<file path="src/rtl/imem_loader.sv">
// Instruction-memory program loader.
// Accepts a framed byte stream (SYNC, COUNT, 2*COUNT payload bytes, XOR checksum),
// writes big-endian 16-bit words to sequential addresses, and keeps the
// pipeline in reset until a frame with a matching checksum has been loaded.
module imem_loader #(
    parameter int         ADDR_W    = 4,
    parameter int         INSTR_W   = 16,
    parameter logic [7:0] SYNC_BYTE = 8'hA5
) (
    input  logic               clk,
    input  logic               reset,
    input  logic [7:0]         rx_data,
    input  logic               rx_valid,
    output logic               rx_ready,
    output logic               mem_we,
    output logic [ADDR_W-1:0]  mem_addr,
    output logic [INSTR_W-1:0] mem_wdata,
    output logic               cpu_hold,
    output logic               load_done,
    output logic               load_err
);

    localparam int unsigned DEPTH = 1 << ADDR_W;

    typedef enum logic [2:0] {
        S_IDLE, S_COUNT, S_HI, S_LO, S_CHK, S_DONE, S_ERR
    } state_t;

    state_t            state;
    state_t            state_nxt;
    logic [ADDR_W-1:0] index;
    logic [8:0]        remaining;
    logic [7:0]        hi_byte;
    logic [7:0]        chk_acc;
    logic              accept;
    logic              count_ok;

    assign accept   = rx_valid & rx_ready;
    // A word count of zero, or one that would overrun memory, is rejected up front
    // so the write index can never wrap.
    assign count_ok = (rx_data != 8'd0) && (32'(rx_data) <= DEPTH);

    // State register.
    always_ff @(posedge clk or negedge reset) begin
        if (!reset) begin
            state <= S_IDLE;
        end else begin
            state <= state_nxt;
        end
    end

    // Next-state logic; every transition is gated by an accepted byte.
    always_comb begin
        state_nxt = state;
        if (accept) begin
            case (state)
                S_IDLE:  if (rx_data == SYNC_BYTE) state_nxt = S_COUNT;
                S_COUNT: state_nxt = count_ok ? S_HI : S_ERR;
                S_HI:    state_nxt = S_LO;
                S_LO:    state_nxt = (remaining == 9'd1) ? S_CHK : S_HI;
                S_CHK:   state_nxt = (rx_data == chk_acc) ? S_DONE : S_ERR;
                S_ERR:   if (rx_data == SYNC_BYTE) state_nxt = S_COUNT;
                default: state_nxt = state;
            endcase
        end
    end

    // Status outputs are pure functions of the state; DONE is the only state
    // that releases the pipeline and refuses further bytes.
    always_comb begin
        rx_ready  = (state != S_DONE);
        cpu_hold  = (state != S_DONE);
        load_done = (state == S_DONE);
        load_err  = (state == S_ERR);
    end

    // Frame datapath: index, remaining count, checksum and the registered write port.
    always_ff @(posedge clk or negedge reset) begin
        if (!reset) begin
            index     <= '0;
            remaining <= '0;
            hi_byte   <= '0;
            chk_acc   <= '0;
            mem_we    <= 1'b0;
            mem_addr  <= '0;
            mem_wdata <= '0;
        end else begin
            mem_we <= 1'b0;
            if (accept) begin
                case (state)
                    S_IDLE, S_ERR: begin
                        if (rx_data == SYNC_BYTE) begin
                            index   <= '0;
                            chk_acc <= '0;
                        end
                    end
                    S_COUNT: begin
                        if (count_ok) remaining <= {1'b0, rx_data};
                    end
                    S_HI: begin
                        hi_byte <= rx_data;
                        chk_acc <= chk_acc ^ rx_data;
                    end
                    S_LO: begin
                        // Address and data stay put after the pulse until the next word.
                        chk_acc   <= chk_acc ^ rx_data;
                        mem_we    <= 1'b1;
                        mem_addr  <= index;
                        mem_wdata <= {hi_byte, rx_data};
                        index     <= index + 1'b1;
                        remaining <= remaining - 9'd1;
                    end
                    default: ;
                endcase
            end
        end
    end

endmodule

</file>
<file path="config.mk">
export PLATFORM = sky130hd
export DESIGN_NAME = imem_loader
export DESIGN_NICKNAME = d
export VERILOG_FILES = /design/src/rtl/imem_loader.sv
export SDC_FILE = /design/constraint.sdc
export NUM_CORES = 1
export LEC_CHECK = 0
export ABC_AREA = 1
export CAP_MARGIN = 10
export CORE_ASPECT_RATIO = 1.2
export CORE_MARGIN = 2
export CORE_UTILIZATION = 60
export CTS_BUF_LIST = sky130_fd_sc_hd__clkbuf_4
export DETAILED_ROUTE_END_ITERATION = 8
export DONT_BUFFER_PORTS = 1
export GPL_TIMING_DRIVEN = 0
export PLACE_DENSITY = 0.76
export SLEW_MARGIN = 20
export SYNTH_ARGS = -nofsm -noshare
export SYNTH_HDL_FRONTEND = slang
export SYNTH_SLANG_ARGS = --single-unit
</file>
<file path="constraint.sdc">
create_clock -name clk -period 1.7 [get_ports clk]
set_input_delay 0.425 -clock clk [delete_from_list [all_inputs] [get_ports clk]]
set_output_delay 0.425 -clock clk [all_outputs]
set_load 0.01 [all_outputs]
</file>
Yosys cells after proc, flatten, opt, wreduce, memory -nomap -nowiden
Cells that the tools add are included.
W data, S select, Z words.
{ "op_classes": {"n_addsub": 2, "mul": 0, "div_mod_pow": 0, "n_lt_le_gt_ge": 1, "eq_ne": 12, "shift": 0, "mux": 13, "bitwise": 2, "reduce_logical": 15} }
{ "ops": {"columns": ["operator", "n"], "rows": [
  ["$pmux W9 S2", 1],
  ["$pmux W8 S2", 1],
  ["$pmux W3 S5", 1],
  ["$reduce_and A3 Y1", 4],
  ["$eq A3 B3 Y1 const B", 3],
  ["$eq A9 B1 Y1 const B", 1],
  ["$mux W3", 3],
  ["$mux W9", 1],
  ["$sub A9 B1 Y9 const B", 1],
  ["$eq A8 B8 Y1", 1],
  ["$eq A8 B8 Y1 const B", 1],
  ["$le A8 B5 Y1 const B", 1],
  ["$mux W8", 1],
  ["$pmux W4 S2", 1],
  ["$reduce_bool A8 Y1", 1],
  ["$xor A8 B8 Y8", 1],
  ["$eq A3 B2 Y1 const B", 2],
  ["$reduce_bool A2 Y1", 3],
  ["$reduce_bool A5 Y1", 1],
  ["$add A4 B1 Y4 const B", 1],
  ["$mux W4", 1],
  ["$reduce_and A2 Y1", 2],
  ["$reduce_or A2 Y1", 2],
  ["$eq A3 B1 Y1 const B", 1],
  ["other kinds (8)", 9]
]} }
{ "word_totals": {"reg_bits": 53, "latchBits": 0, "ram_bits": 0, "mem_bits_ro": 0, "out_inout_bits": 25, "word_cells": 53, "mem_count": 0} }

Logic depth before layout (Yosys ltp)
{ "logic_depth": {"ltp_word": 4, "ltp_mapped": 10, "depth_no_buf": 10} }

Worst setup path before layout
No wires, ideal clock.
{ "synth_timing": {"path_kind": "register to output", "start": "register state[1]", "end": "output port rx_ready", "arrival_ns": 1.041, "required_ns": 1.275, "path_slack_ns": 0.234, "stages_incl_launch_ff": 6, "path_buffers": 1, "cell_sequence": "dfrtp_1 inv_1 nand2_2 nor2_1 inv_1 buf_4"} }
{ "synth_via": {"elab_chain_cells": 1} }
{ "synth_rtl": {"columns": ["element", "line", "rtl"], "rows": [
  ["start, declared", "29", "state_t state;"],
  ["start signal, assigned", "48", "state <= state_nxt;"],
  ["$ne A3 B3 Y1", null, null],
  ["end, declared", "14", "output logic rx_ready,"]
]} }
Every way passes these cells.

Final worst setup path
Same ends and word-level chain as after synthesis.

==> metrics <==
area growth from synthesis to layout=9.26%; number of cells after detailed placement=401; Finished Layout Cells=418; Inserted Diodes=0; Placement Cell Area=2790 sq um; CP Data Required Time=approximately 1.3 ns; Port-buffer cells=0; Total Power=4.70 mW; number of buffer and inverter stages on the critical path=3; number of detailed-routing iterations run before antenna repair=4; count of unresolved DRC violations after routing=0; Min Clock Period, post-route=around 1.7 ns; status=complete, no violations; maximum clock insertion buffer count=2; maximum clock rate=approximately 590 MHz; final RePlAce weighted congestion=0.878; worst rel slew slack=about three quarters; final worst slack=0.0121 ns; Non-Filler Cell Area, Final=2970 sq um; post-synthesis net count=~360; die area=just over 5000 sq um; clock tree sinks=53; RSZ-0062 raised after global routing=yes; level count of the clock H-tree=2; number of synthesized register bits=53; Synth Warn #=0; latest clock arrival within the worst-skew pair=between 0.3 and 0.4 ns; area inside the core boundary=4290 sq um; Cell variety after synth=26; maximum ir drop on the vdd rail=0.843 mV; count of vias placed by the detailed router=about 2.2k; final-layout setup total negative slack=0 ns; share of layout cells above drive strength 1=14.4%; pin slew with the least headroom to its limit=about 0.37 ns; count of antenna-violating nets left after detailed routing=0; average size of a mapped cell=7.87 sq um; path category of the worst min-delay check=input port to flip-flop; wire length of the first global-routing pass=slightly above 10000 microns; buffer cell driving the clock tree root=clkbuf_4; HP Start=rx_valid; clock input transition at the sequential cells of the worst setup and hold paths=0.16 ns; cell with the biggest individual delay on the critical path=dfrtp_1; per-cell routed wire length=between 10 and 15 microns; detailed-route wire length=5730 microns; source of the worst register-to-register timing path=state[2]; average vias per placed instance=5.32; final net count=375; endpoint kind of the worst setup timing path=output port; netlist area before placement=2720 sq um; DR iter-0 viols=around 210; Setup Crit Path Kind=flip-flop to output port; All-Layer GR Usage=roughly a quarter; vertical die dimension=77.7 microns; Final period util=99.3%; worst setup skew after layout=about 0.0086 ns; CTS tree=done; largest driver fanout on the critical path=2; Worst setup SP type=flip-flop; GR Overflow Total=0; power per standard cell area=1580 nW/um^2; crit-path max cell delay=0.43 ns; number of pins with negative max-slew slack in the final report=0; antenna violations before repair=0; portion of the post-synthesis area used by sequential elements=48.8%; I/O pin count=36; WP data arrival=about 1.3 ns; Placement Rows=26; Syn Inst Count=345; pre-CTS WS=0.163 ns; crit path launch=state[1]; ordered cell list for the critical path=inv_2, nand2_4, nor2_4, inv_2, buf_6; vias in the first global route=2223; family with the most delay on the worst path=flip-flops; Num CTS Buffers=5; die width=65.4 microns; setup-violating endpoint count in the final report=0; most frequent cells in the layout=nand2_1, dfrtp_1, inv_1; number of fill cells=359; initial cell density of the core=63.2%; leakage power figure=1.57 nW; HPWL reported at the end of detailed placement=4080 microns; largest net degree at the start of global routing=54; max capacitance violation total=0; most used cell, CP=inv_2; most common cell after layout, fill and taps aside=nand2_1; Hold Violations, Final=0
## registers in the layout, indices dropped and copies added, names as in the netlist
register	flops
chk_acc	8
state	3
hi_byte	8
index	4
mem_wdata	16
mem_addr	4
remaining	9
mem_we	1
## path summary, 6_finish.rpt
kind | cells past startpoint | to | slack [ns]
max | 5 | rx_ready | 0.01
min | 2 | state[2] | 0.21
max reg2reg | 9 | mem_wdata[11] | 0.09
min reg2reg | 2 | mem_wdata[8] | 0.49
max in group asynchronous | 2 | index[1] | 0.94
min in group asynchronous | 2 | mem_wdata[11] | 0.53
## cells in the mapped netlist
master	count	area share (%)
nand2_1	136	19
dfrtp_1	53	49
inv_1	31	4.3
o21ai_0	24	4.4
nor2_1	22	3.0
nand3_1	16	2.9
o21ai_1	11	2.0
inv_2	8	1.1
o22ai_1	6	1.4
nand2_4	5	2.1
buf_4	4	1.1
ha_1	3	1.4
nand3_2	3	1.1
o21ai_2	3	0.97
xor2_1	3	0.97
a21oi_1	2	0.37
buf_6	2	0.83
nand3b_1	2	0.55
nor2_4	2	0.83
nor2_8	2	1.5
nor3_1	2	0.37
a31oi_1	1	0.23
buf_2	1	0.18
clkbuf_2	1	0.18
nand2_2	1	0.23
o21a_1	1	0.28
## worst reg2reg max path, delay by kind of cell, from the launching register on
kind	cells	cell delay [ns]
simple gates	5	0.55
flops	1	0.44
buf+inv	4	0.55
## cells by family (layout without fill, tap and decap cells)
group / Yosys count / in the layout / synth area share [%]
buffers and inverters: 47 / 64 / 7.70
AOI/OAI and AO/OA: 48 / 48 / 9.68
xor gates and xnor gates: 3 / 3 / 0.968
adders and majority gates: 3 / 3 / 1.38
and+or+nand+nor: 191 / 191 / 31.4
DFF: 53 / 53 / 48.8
## area by class of cell
type                    instances  area [sq um]  share of cell area, %
flip-flops and latches         53          1330                   44.7
multi-input cells             245          1200                   40.5
inverters                      39           149                   5.02
repair buffers                  9          90.1                   3.04
well taps                      56          70.1                   2.36
plain buffers                   8          66.3                   2.24
clock buffers                   5          37.5                   1.27
clock inverters                 3          25.0                  0.844
## power by group
group | internal (mW) | switching, mW | total [mW]
combinational | 0.724 | 1.21 | 1.93
clock | 0.170 | 0.432 | 0.602
sequential | 1.75 | 0.421 | 2.17
## per-layer routing
| metal | track usage, % | share of wire [%] |
|---|---|---|
| met5 | 0 | 0 |
| met4 | 10.4 | 2.5 |
| met3 | 5.07 | 5.6 |
| met2 | 42.8 | 51 |
| met1 | 33.5 | 41 |
## per-stage QoR
stage	utilization (%)	hold slack [ns]
2_1_floorplan	-	0.129
3_3_place_gp	64.9	0.130
3_5_place_dp	64.9	0.131
4_1_cts	68.3	0.214
5_1_grt	69.1	0.237
6_report	69.1	0.212
## timing repair
action / 4_1_cts / 5_1_grt
pin swaps: 1 / 2
setup endpoints to repair: 3 / 6
endpoints found under the hold margin: 53 / 0
gates resized for setup: 7 / 2
buffers inserted: 4 / 3
hold buffers: 2 / 0
Note: power is estimated with default switching activity, not from simulation.
